**config.mk**
```make
export PLATFORM = sky130hd
export DESIGN_NAME = rf_write_arbiter
export DESIGN_NICKNAME = d
export VERILOG_FILES = /design/src/rtl/rf_arb_pkg.sv /design/src/rtl/rf_write_arbiter_chk.sv /design/src/rtl/rf_write_arbiter_rr_arbiter.sv /design/src/rtl/rf_write_arbiter.sv
export SDC_FILE = /design/constraint.sdc
export NUM_CORES = 1
export LEC_CHECK = 0
export CORE_MARGIN = 4
export CORE_UTILIZATION = 38
export DETAILED_ROUTE_END_ITERATION = 7
export GPL_ROUTABILITY_DRIVEN = 0
export GPL_TIMING_DRIVEN = 1
export PLACE_DENSITY_LB_ADDON = 0.12
export SYNTH_ARGS = -nofsm -noshare
export SYNTH_HDL_FRONTEND = slang
export SYNTH_SLANG_ARGS = --single-unit
```
**constraint.sdc**
```tcl
create_clock -name clk -period 2.36 [get_ports clk]
set_input_delay 0.236 -clock clk [delete_from_list [all_inputs] [get_ports clk]]
set_output_delay 0.236 -clock clk [all_outputs]
set_load 0.05 [all_outputs]
```
**src/rtl/rf_arb_pkg.sv**
```systemverilog
// Shared types and helpers for the register-file write-port arbiter.
package rf_arb_pkg;

  typedef enum logic {
    ARB    = 1'b0,
    LOCKED = 1'b1
  } rf_arb_state_t;

  // All-ones register index, which addresses the PC in the register file.
  function automatic int unsigned pc_index(input int unsigned sel_width);
    return (32'd1 << sel_width) - 32'd1;
  endfunction

endpackage

```
**src/rtl/rf_write_arbiter_chk.sv**
```systemverilog
// Protocol assertions for the write arbiter; no functional logic.
module rf_write_arbiter_chk #(
  parameter int NUM_REQ = 3
) (
  input logic               clk,
  input logic               reset,
  input logic [NUM_REQ-1:0] req_valid,
  input logic [NUM_REQ-1:0] req_ready,
  input logic               rf_sel_en,
  input logic               pc_write,
  input logic               locked,
  input logic               lock_abort
);

  a_ready_onehot0: assert property (@(posedge clk) disable iff (reset) $onehot0(req_ready));
  a_ready_needs_valid: assert property (@(posedge clk) disable iff (reset)
    (req_ready & ~req_valid) == {NUM_REQ{1'b0}});
  a_ready_off_in_reset: assert property (@(posedge clk) reset |-> (req_ready == {NUM_REQ{1'b0}}));
  a_pc_implies_en: assert property (@(posedge clk) disable iff (reset) pc_write |-> rf_sel_en);
  a_abort_when_locked: assert property (@(posedge clk) disable iff (reset) lock_abort |-> locked);

endmodule

```
**src/rtl/rf_write_arbiter_rr_arbiter.sv**
```systemverilog
// Combinational rotate-priority picker: first requester at or above ptr, wrapping.
module rr_arbiter #(
  parameter int N  = 3,
  parameter int IW = (N > 1) ? $clog2(N) : 1
) (
  input  logic [N-1:0]  req,
  input  logic [IW-1:0] ptr,
  output logic [N-1:0]  gnt,
  output logic [IW-1:0] gnt_idx,
  output logic          any
);

  logic [IW:0] sum_s;
  logic [IW:0] idx_s;
  logic        hit_s;

  // Scan N slots starting at ptr; the first pending slot wins.
  always_comb begin
    gnt     = '0;
    gnt_idx = '0;
    any     = 1'b0;
    sum_s   = '0;
    idx_s   = '0;
    hit_s   = 1'b0;
    for (int k = 0; k < N; k++) begin
      sum_s   = {1'b0, ptr} + (IW+1)'(k);
      idx_s   = (sum_s >= (IW+1)'(N)) ? (sum_s - (IW+1)'(N)) : sum_s;
      hit_s   = req[idx_s] & ~any;
      gnt_idx = hit_s ? idx_s[IW-1:0] : gnt_idx;
      any     = any | hit_s;
    end
    gnt[gnt_idx] = any;
  end

endmodule

```
**src/rtl/rf_write_arbiter.sv**
```systemverilog
// Round-robin arbiter sharing the register file's single write port, with grant lock and watchdog.
module rf_write_arbiter
  import rf_arb_pkg::*;
#(
  parameter int bit_width    = 32,
  parameter int sel_width    = 5,
  parameter int NUM_REQ      = 3,
  parameter int LOCK_TIMEOUT = 255
) (
  input  logic                           clk,
  input  logic                           reset,
  input  logic [NUM_REQ-1:0]             req_valid,
  input  logic [NUM_REQ-1:0]             req_lock,
  input  logic [NUM_REQ*sel_width-1:0]   req_sel,
  input  logic [NUM_REQ*bit_width-1:0]   req_data,
  output logic [NUM_REQ-1:0]             req_ready,
  output logic                           rf_sel_en,
  output logic [sel_width-1:0]           rf_sel_c,
  output logic [bit_width-1:0]           rf_data_in,
  output logic                           pc_write,
  output logic [$clog2(NUM_REQ)-1:0]     grant_id,
  output logic                           locked,
  output logic                           lock_abort
);

  localparam int IW = $clog2(NUM_REQ);
  localparam int CW = $clog2(LOCK_TIMEOUT + 1);
  localparam logic [CW-1:0]        CNT_LAST = CW'(LOCK_TIMEOUT - 1);
  localparam logic [sel_width-1:0] PC_IDX   = sel_width'(pc_index(sel_width));

  rf_arb_state_t          state_r;
  logic [IW-1:0]          ptr_r;
  logic [IW-1:0]          owner_r;
  logic [CW-1:0]          cnt_r;
  logic                   rf_sel_en_r;
  logic [sel_width-1:0]   rf_sel_c_r;
  logic [bit_width-1:0]   rf_data_r;
  logic                   pc_write_r;
  logic [IW-1:0]          grant_id_r;

  logic [NUM_REQ-1:0]     arb_gnt_s;
  logic [IW-1:0]          arb_idx_s;
  logic                   arb_any_s;
  logic [NUM_REQ-1:0]     req_ready_s;
  logic                   hs_s;
  logic [IW-1:0]          hs_idx_s;
  logic                   abort_s;
  logic [sel_width-1:0]   sel_mux_s;
  logic [bit_width-1:0]   data_mux_s;
  logic                   lock_mux_s;

  function automatic logic [IW-1:0] next_idx(input logic [IW-1:0] i);
    return (i == IW'(NUM_REQ - 1)) ? '0 : (i + IW'(1));
  endfunction

  rr_arbiter #(.N(NUM_REQ), .IW(IW)) u_rr (
    .req     (req_valid),
    .ptr     (ptr_r),
    .gnt     (arb_gnt_s),
    .gnt_idx (arb_idx_s),
    .any     (arb_any_s)
  );

  // Ready/handshake decode; ready depends only on valid, state and pointer.
  always_comb begin
    req_ready_s = '0;
    hs_s        = 1'b0;
    hs_idx_s    = '0;
    abort_s     = 1'b0;
    if (reset) begin
      req_ready_s = '0;
    end else begin
      case (state_r)
        ARB: begin
          req_ready_s = arb_gnt_s;
          hs_s        = arb_any_s;
          hs_idx_s    = arb_idx_s;
        end
        LOCKED: begin
          req_ready_s[owner_r] = req_valid[owner_r];
          hs_s                 = req_valid[owner_r];
          hs_idx_s             = owner_r;
          abort_s              = ~req_valid[owner_r] & (cnt_r == CNT_LAST);
        end
        default: begin
          req_ready_s = '0;
        end
      endcase
    end
  end

  // Select the handshaking requester's payload (AND-OR mux, one-hot by index).
  always_comb begin
    sel_mux_s  = '0;
    data_mux_s = '0;
    lock_mux_s = 1'b0;
    for (int i = 0; i < NUM_REQ; i++) begin
      sel_mux_s  = sel_mux_s  | (req_sel[i*sel_width +: sel_width] & {sel_width{hs_idx_s == IW'(i)}});
      data_mux_s = data_mux_s | (req_data[i*bit_width +: bit_width] & {bit_width{hs_idx_s == IW'(i)}});
      lock_mux_s = lock_mux_s | (req_lock[i] & (hs_idx_s == IW'(i)));
    end
  end

  // FSM, pointer, watchdog and registered write-port stage.
  always_ff @(posedge clk) begin
    if (reset) begin
      state_r     <= ARB;
      ptr_r       <= '0;
      owner_r     <= '0;
      cnt_r       <= '0;
      rf_sel_en_r <= 1'b0;
      rf_sel_c_r  <= '0;
      rf_data_r   <= '0;
      pc_write_r  <= 1'b0;
      grant_id_r  <= '0;
    end else begin
      rf_sel_en_r <= hs_s;
      if (hs_s) begin
        rf_sel_c_r <= sel_mux_s;
        rf_data_r  <= data_mux_s;
        grant_id_r <= hs_idx_s;
        pc_write_r <= (sel_mux_s == PC_IDX);
      end else begin
        pc_write_r <= 1'b0;
      end

      case (state_r)
        ARB: begin
          if (hs_s) begin
            ptr_r <= next_idx(hs_idx_s);
            if (lock_mux_s) begin
              state_r <= LOCKED;
              owner_r <= hs_idx_s;
              cnt_r   <= '0;
            end
          end
        end
        LOCKED: begin
          if (hs_s) begin
            if (lock_mux_s) begin
              cnt_r <= '0;
            end else begin
              state_r <= ARB;
              ptr_r   <= next_idx(owner_r);
            end
          end else if (abort_s) begin
            state_r <= ARB;
            ptr_r   <= next_idx(owner_r);
            cnt_r   <= '0;
          end else begin
            cnt_r <= cnt_r + CW'(1);
          end
        end
        default: begin
          state_r <= ARB;
        end
      endcase
    end
  end

  assign req_ready  = req_ready_s;
  assign rf_sel_en  = rf_sel_en_r;
  assign rf_sel_c   = rf_sel_c_r;
  assign rf_data_in = rf_data_r;
  assign pc_write   = pc_write_r;
  assign grant_id   = grant_id_r;
  assign locked     = (state_r == LOCKED);
  // Abort is flagged in the cycle the watchdog fires, while no grant can be issued.
  assign lock_abort = abort_s;

  rf_write_arbiter_chk #(.NUM_REQ(NUM_REQ)) u_chk (
    .clk        (clk),
    .reset      (reset),
    .req_valid  (req_valid),
    .req_ready  (req_ready_s),
    .rf_sel_en  (rf_sel_en_r),
    .pc_write   (pc_write_r),
    .locked     (state_r == LOCKED),
    .lock_abort (abort_s)
  );

endmodule

```
Yosys cells after proc, flatten, opt, wreduce, memory -nomap -nowiden --
Index checks and enable logic that the tools add are counted. W data, S select, Z words.
Storage, ports and cells: register bits 54, input port bits 119, output and inout port bits 46, word-level logic and storage cells 111
Operators by class: $add $sub $neg 8, magnitude comparators 10, equal/unequal tests 8, mux-type cells 43, bitwise logic cells 27, reductions and logical operators 6
Operators with widths (number):
- $and A32 B32 Y32 | 3
- $or A32 B32 Y32 | 2
- $mux W8 | 4
- $mux W2 | 10
- $pmux W8 S2 | 1
- $and A5 B5 Y5 | 3
- $mux W1 | 13
- $mux W3 | 4
- $or A5 B5 Y5 | 2
- $lt A3 B3 Y1 const B | 3
- $add A8 B1 Y8 const B | 1
- $bmux W1 S2 | 4
- $eq A8 B8 Y1 const B | 1
- $pmux W2 S2 | 2
- $and A1 B1 Y1 | 6
- $and A3 B3 Y3 | 2
- $ge A3 B2 Y1 const B | 2
- $lt A2 B3 Y1 const B | 2
- $pmux W3 S2 | 1
- $reduce_and A3 Y1 | 2
- $sub A3 B2 Y3 const B | 2
- $eq A5 B5 Y1 const B | 1
- $not A1 Y1 | 5
- $add A2 B1 Y2 const B | 2
- other kinds (16) | 24

Depth between registers and ports, before layout --
Gate-level depths: netlist of run 1.
depth in word-level cells 19, depth in mapped cells 12, mapped depth without buffers 8

By module --
Synthesis of run 1 repeated with hierarchy kept, for this count alone.
Second synthesis, totals: cell total of the unflattened synthesis 335, area, all modules 2946.6 um^2
Modules (own cells, without submodules):
- rf_write_arbiter | times used 1, cells each 297, area each 2695.1 um^2, seq. area each 1081.0 um^2
- rr_arbiter | times used 1, cells each 38, area each 251.5 um^2, seq. area each 0.0 um^2

Worst setup path before layout of run 1 --
No wires, ideal clock.
path type reg-to-output, start point reg state_r, in the netlist locked, end point out req_ready[2], arrival time 2161 ps, data required time 2124 ps, slack -37 ps, cell stages (with the launch flop) 5, path buffers 2, path through dfxtp_1 clkbuf_1 clkbuf_1 nand4b_1 a31oi_1
Between the ends: longest elaborated chain between the ends 3
Ends and longest elaborated chain:
- start, declared | line rf_write_arbiter.sv:31 | rf_arb_state_t state_r;
- start signal, assigned | line rf_write_arbiter.sv:107 | state_r <= ARB;
- start signal, assigned | line rf_write_arbiter.sv:132 | state_r <= LOCKED;
- start signal, assigned | line rf_write_arbiter.sv:143 | state_r <= ARB;
- $not A1 Y1 (no line)
- $pmux W3 S2 * | line rf_write_arbiter.sv:73 | case (state_r)
- $mux W3 * | line rf_write_arbiter.sv:70 | if (reset) begin
- end, declared | line rf_write_arbiter.sv:16 | output logic [NUM_REQ-1:0] req_ready,
Mark *: on every way between the ends. The rest lies on a longest branch, timed or not.

Final worst setup path of run 1 --
start point reg ptr_r[0], end point out req_ready[0]
Between the ends: longest elaborated chain between the ends 17, elaborated cells between the ends (all ways) 34, those cells by class add/sub (5); order compare (5); mux (16); bitwise (7); reduce/logical (1)
Ends and longest elaborated chain:
- start, declared | line rf_write_arbiter.sv:32 | logic [IW-1:0] ptr_r;
- start signal, assigned | line rf_write_arbiter.sv:130 | ptr_r <= next_idx(hs_idx_s);
- start signal, assigned | line rf_write_arbiter.sv:144 | ptr_r <= next_idx(owner_r);
- start signal, assigned | line rf_write_arbiter.sv:148 | ptr_r <= next_idx(owner_r);
- $add A2 B1 Y3, or another cell as far along | line rf_write_arbiter_rr_arbiter.sv:26 | sum_s = {1'b0, ptr} + (IW+1)'(k);
- $sub A3 B2 Y3, or another cell as far along | line rf_write_arbiter_rr_arbiter.sv:27 | idx_s = (sum_s >= (IW+1)'(N)) ? (sum_s - (IW+1)'(N)) : sum_s;
- $mux W3 / $bmux W1 S2 (equally long branches) | line rf_write_arbiter_rr_arbiter.sv:27, rf_write_arbiter_rr_arbiter.sv:28
- $bmux W1 S2 / $mux W1 (equally long branches) | line rf_write_arbiter_rr_arbiter.sv:28 | hit_s = req[idx_s] & ~any;
- $mux W1 (not written as such) / $not A1 Y1 (equally long branches) | line rf_write_arbiter_rr_arbiter.sv:28
- $and A1 B1 Y1 | line rf_write_arbiter_rr_arbiter.sv:28
- $or A1 B1 Y1 | line rf_write_arbiter_rr_arbiter.sv:30 | any = any | hit_s;
- $not A1 Y1 | line rf_write_arbiter_rr_arbiter.sv:28
- $and A1 B1 Y1 | line rf_write_arbiter_rr_arbiter.sv:28
- $mux W2 | line rf_write_arbiter_rr_arbiter.sv:29 | gnt_idx = hit_s ? idx_s[IW-1:0] : gnt_idx;
- $lt A2 B3 Y1 (not written as such) / $ge A2 B1 Y1 (equally long branches) | line rf_write_arbiter_rr_arbiter.sv:32 | gnt[gnt_idx] = any;
- $logic_and A1 B1 Y1 (not written as such) | line rf_write_arbiter_rr_arbiter.sv:32
- $mux W1 (not written as such) | line rf_write_arbiter_rr_arbiter.sv:32
- $demux W1 S2 | line rf_write_arbiter_rr_arbiter.sv:32
- $and A3 B3 Y3 (no line) *
- $pmux W3 S2 * | line rf_write_arbiter.sv:73
- $mux W3 * | line rf_write_arbiter.sv:70
Mark *: on every way between the ends. The rest lies on a longest branch, timed or not. The select of a mux whose other input is x is not followed.

==> results_dict.tcl, run 1 <==
set metrics [dict create \
    grt_pass1_wl_um 18900 \
    cp_top_family "simple AND/OR/NAND/NOR gates" \
    critPathBufInv 2 \
    drive_above_1_share_pct 20.6 \
    multi_input_area_sq_mm 0.00246 \
    worst_pin_slew_ns 0.564 \
    finalSetupViolCount 0 \
    grt_max_degree 46 \
    r2r_end "rf_data_in[14]" \
    synth.cell_area_sq_mm 0.00347 \
    die_h_um 104 \
    syn_avg_cell_area_sq_um 9.11 \
    synth_edf_count 0 \
    relSlewSlack_pct 62.3 \
    syn2layout_area_growth_pct 73.3 \
    clk_pin_slew_worst_paths_ns 0.10 \
    cts_tree "built" \
    coreArea_sq_mm 0.00881 \
    criticalPathCategory "reg2out" \
    grt-ovfl-total 0 \
    drc 0 \
    synth_seq_area_share_pct 31.1 \
    mappedNetlistNets 504 \
    cpPeakStageDelay_ns 0.35 \
    finalCritPeriodShare_pct 98.3 \
    htreeDepth 2 \
    critPathMaxFanout 7 \
    p_leak_nw 2.34 \
    root_buffer "clkbuf_8" \
    tns_ns 0 \
    whs_ns 0.271 \
    cts.sinks 54 \
    antenna_found_initial 0 \
    nFillCells 701 \
    hold_path_class "in2reg" \
    place_area_sq_mm 0.00546 \
    ioPinCount 165 \
    period_needed_ns 2.32 \
    wl_per_cell_um 18.8 \
    crit_start "ptr_r[0]" \
    start_util_pct 39.4 \
    path_depth 8 \
    cp_slowest_cell "dfxtp_2" \
    r2r_cells 11 \
    endpoint "req_ready[0]" \
    power_density_mw_per_mm2 1140 \
    hold_start "reset" \
    via_per_inst 5.64 \
    synth_cell_type_count 56 \
    cap_violations 0 \
    skew_ns 0.00764 \
    ant_nets 0 \
    required_ns 2.12 \
    via_count 3821 \
    reg2reg_from "ptr_r[0]" \
    crit_arrival_ns 2.08 \
    hpwl_um 9140 \
    r2r_setup_slack_ns 0.04 \
    vdd_ir_drop_max_uv 650 \
    synthFlopType "dfxtp_1" \
    hold_viol_final 0 \
    detail_route.first_pass.iterations 4 \
    die_x_um 104 \
    cts_max_path_buffers 2 \
    cts_buffers 5 \
    row_count 34 \
    startpoint_type "flip-flop" \
    die-area_sq_mm 0.0107 \
    synth_seq_cells 54 \
    crit_chain "inv_2 > ha_4 > o32a_1 > nor2_4 > nor4_4 > a31oi_2 > nor2_2 > buf_12" \
    finalNetCount 691 \
    final_max_slew_viol_count 0 \
    syn_inst 381 \
    insertion_delay_ns 0.31 \
    port_buffers 164 \
    max_freq_ghz 0.431 \
    synthArstFlopShare_pct 0 \
    antenna_cells 0 \
    finalPower_mw 6.85 \
    drt_wl_total_um 12700 \
    drtIter0Drc 190 \
    rsz0062_at_grt "true" \
    ff_latch_area_sq_mm 0.00108 \
    status "complete, no violations" \
    grt_pass1_vias 3882 \
    cts_hold_buffers 0 \
    yosysWarnings 0 \
    design_area_sq_mm 0.00601 \
    crit_path_end_kind "output pin" \
    grt_usage_pct 21.1 \
]
## power breakdown
part / internal [mW] / total (mW) / switching, mW
Combinational: 2.01 / 4.72 / 2.72
Clock: 0.318 / 0.622 / 0.304
Sequential: 1.29 / 1.51 / 0.219
## kinds of logic (layout without fill, tap and decap cells)
group,after synthesis,after routing,share of synthesized area (%)
AO/OA/AOI/OAI,132,132,30.5
adder cells (fa/ha/maj),4,4,1.44
buffers and inverters,43,231,5.73
flip-flops,54,54,31.1
multiplexers,41,41,12.3
AND/OR/NAND/NOR,107,107,19.0
## cell usage after synthesis (3+ instances only)
master	count	area, sq um
nand2b_1	4	25.0
o21ai_0	8	40.0
buf_6	3	33.8
o2bb2ai_1	36	315
buf_2	12	60.1
a21oi_1	8	40.0
mux2i_1	38	380
dfxtp_1	54	1080
nand4_1	6	37.5
nand2_1	17	63.8
nor2_1	14	52.6
nor3b_1	36	270
a211oi_1	3	22.5
clkbuf_1	22	82.6
nand3_1	6	30.0
o211ai_1	3	22.5
o31ai_1	3	22.5
inv_1	6	22.5
ha_1	4	50.1
nor4_1	3	18.8
a311oi_1	6	52.6
a21o_1	38	285
a31oi_1	5	31.3
## layout by cell type (no fill, tap or decap), types with 4 or more instances in the layout
master,Yosys,final
buf_4,0,42
mux2i_1,38,38
nand2b_1,4,4
inv_1,6,5
o2bb2ai_1,36,13
a21oi_1,8,7
nor2_1,14,12
buf_12,0,9
a311oi_1,6,5
o21ai_0,8,8
nand3_1,6,5
a21o_1,38,38
clkbuf_8,0,5
clkdlybuf4s50_1,0,159
nor3b_1,36,35
dfxtp_1,54,52
nand2_1,17,17
nand4_1,6,6
o2bb2ai_2,0,23
## timing repair
| item | 4_1_cts | 5_1_grt |
|---|---|---|
| endpoints found under the setup margin | 49 | 50 |
| pin swaps | 2 | 18 |
| resized for setup | 10 | 44 |
| cloned | 0 | 4 |
| buffers inserted | 0 | 8 |
## worst min-delay path by stage
stage,end,slack [ns],cells past startpoint
after floorplan,owner_r[1],0.37,2
after global placement,grant_id[1],0.44,1
after detailed placement,grant_id[1],0.45,1
after CTS,grant_id[0],0.25,2
after global routing,grant_id[0],0.29,2
final,grant_id[0],0.27,2
## layout make-up
class,instances,area share (%)
Clock buffer,7,1.27
Clock inverter,1,0.499
Inverter,6,0.375
Multi-Input combinational cell,284,40.9
Sequential cell,54,18.0
Tap cell,108,2.25
Timing Repair Buffer,217,36.7
## metrics by stage
step	std cells	setup slack [ns]	utilization (%)
6_report	677	0.0398	68.3
5_1_grt	677	-0.0496	68.3
4_1_cts	665	0.00277	63.7
3_5_place_dp	657	-0.154	62.0
3_3_place_gp	657	-0.0936	62.0
2_1_floorplan	381	0.00162	-
## state kept, by name, summed over array words and instances, names as in the netlist
register    cells
rf_sel_c        5
rf_data_in     32
locked          1
cnt_r           8
ptr_r           2
owner_r         2
rf_sel_en       1
grant_id        2
pc_write        1
## per-layer routing
layer  global-route usage, %  routed length (um)  up-vias
li1                        -                   -     1840
met3                    5.53                 757       14
met4                    5.41                 217        0
met2                    39.0                6610      123
met1                    24.2                5160     1844
met5                       0                   0        -
Power figures use the tool's default switching activity.
==> inputs of run 2 (changes only) <==
Settings changed: CAP_MARGIN from default to 15, CELL_PAD_IN_SITES_DETAIL_PLACEMENT from default to 2, CELL_PAD_IN_SITES_GLOBAL_PLACEMENT from default to 2, CORE_UTILIZATION 38 to 21, PLACE_DENSITY from default to 0.83, PLACE_DENSITY_LB_ADDON 0.12 to default.
==> run 2 against run 1 <==
  * Critical path type unchanged
  * Sequential share of layout area down 1.6 points
  * Routed wire length up 31%
  * Clock skew up 0.00074 ns
  * The flow now finishes with violations (negative setup slack)
  * Worst hold slack better by 0.076 ns
  * Global-route usage down 5.1 points
  * Power up 10%
  * Maximum frequency down 3.9%
  * Setup slack worse by 0.095 ns
==> results_dict.tcl, run 2 (synthesis results as in run 1) <==
set metrics [dict create \
    crit_path_end_kind "output pin" \
    ant_nets 0 \
    via_per_inst 4.98 \
    drive_above_1_share_pct 28.2 \
    grt_usage_pct 16.0 \
    clk_pin_slew_worst_paths_ns 0.07 \
    rsz0062_at_grt "true" \
    drc 0 \
    status "finished, violations left" \
    r2r_cells 10 \
    final_common_cell "clkdlybuf4s50_1" \
    period_needed_ns 2.42 \
    wl_per_cell_um 21.0 \
    drt_wl_total_um 16700 \
    hpwl_um 11900 \
    finalNetCount 700 \
    grt_pass1_wl_um 23400 \
    antenna_cells 0 \
    grt_max_degree 55 \
    skew_ns 0.00838 \
    power_density_mw_per_mm2 1150 \
    cts_buffers 5 \
    design_area_sq_mm 0.00659 \
    insertion_delay_ns 0.30 \
    final_max_slew_viol_count 0 \
    nFillCells 1650 \
    die-area_sq_mm 0.0186 \
    htreeDepth 2 \
    worst_slack_ns -0.0551 \
    row_count 46 \
    drtIter0Drc 100 \
    crit_arrival_ns 2.18 \
    criticalPathCategory "reg2out" \
    cts_tree "built" \
    via_count 3953 \
    cap_violations 0 \
    violations "negative setup slack" \
    place_area_sq_mm 0.00569 \
    startpoint_type "flip-flop" \
    worst_pin_slew_ns 0.669 \
    relSlewSlack_pct 55.4 \
    coreArea_sq_mm 0.0161 \
    cts_max_path_buffers 2 \
    cts_hold_buffers 0 \
    ioPinCount 165 \
    grt_pass1_vias 4419 \
    port_buffers 164 \
    finalSetupViolCount 15 \
    root_buffer "clkbuf_16" \
    required_ns 2.12 \
    tns_ns -0.287 \
    detail_route.first_pass.iterations 4 \
    syn2layout_area_growth_pct 89.9 \
    largest_reg_flops 32 \
    p_leak_nw 2.49 \
    final_cell_mix "159 x clkdlybuf4s50_1, 52 x dfxtp_1, 39 x buf_4" \
    finalCritPeriodShare_pct 102 \
    max_freq_ghz 0.414 \
    vdd_ir_drop_max_uv 474 \
    antenna_found_initial 0 \
    cts.sinks 54 \
    grt-ovfl-total 0 \
    min_delay_path_depth 2 \
    hold_path_class "in2reg" \
    die_x_um 137 \
    start_util_pct 21.6 \
    hold_viol_final 0 \
    die_h_um 137 \
    critPathMaxFanout 6 \
    dp_slack_ns -0.276 \
]
-- run 2: power by group --
group	switching [mW]	leakage, nW	internal, mW
logic	3.02	1.98	2.27
clock network	0.367	0.0708	0.396
registers	0.214	0.447	1.29
total	3.61	2.49	3.95
-- run 2: stage by stage --
stage          std cells  utilization [%]  hold slack, ns  power, mW
2_1_floorplan        381                -           0.372       4.23
3_3_place_gp         769             35.4           0.447       5.93
3_5_place_dp         769             35.4           0.447       6.09
4_1_cts              780             37.2           0.298       7.11
5_1_grt              794             41.0           0.376       7.95
6_report             794             41.0           0.347       7.56
-- run 2: timing repair --
action,CTS,global route
buffers inserted,3,11
resized for setup,25,79
endpoints found under the setup margin,53,49
pin swaps,6,31
cloned,0,3
-- run 2: worst max-delay path: stages, from the launching register on --
cell	delay, ns
dfxtp_2	0.33
buf_6	0.12
ha_4	0.17
or3b_1	0.37
o31a_1	0.16
buf_4	0.16
buf_6	0.11
nand3_4	0.09
a31oi_4	0.10
nor2_4	0.13
buf_12	0.14
-- run 2: layout make-up --
type | count | area (sq um) | share of cell area, %
well taps | 216 | 270 | 4.10
repair buffers | 226 | 2340 | 35.6
clock inverters | 2 | 13.8 | 0.209
clock buffers | 6 | 129 | 1.96
multi-input cells | 284 | 2730 | 41.4
inverters | 6 | 22.5 | 0.342
flip-flops and latches | 54 | 1080 | 16.4
-- run 2: path summary, 6_finish.rpt --
kind	from	slack (ns)	end
worst max-delay path	ptr_r[0]	-0.06	req_ready[0]
worst min-delay path	reset	0.35	grant_id[0]
worst min register to register	grant_id[1]	0.47	grant_id[1]
worst max register to register	ptr_r[0]	-0.03	cnt_r[2]
-- run 2: metal layers --
| layer | vias to the layer above | track usage (%) | part of all wire [%] |
|---|---|---|---|
| met5 | - | 0 | 0 |
| met4 | 0 | 3.98 | 1.6 |
| met3 | 19 | 4.85 | 5.8 |
| met2 | 113 | 30.1 | 54 |
| met1 | 1971 | 17.5 | 39 |
| li1 | 1850 | - | - |
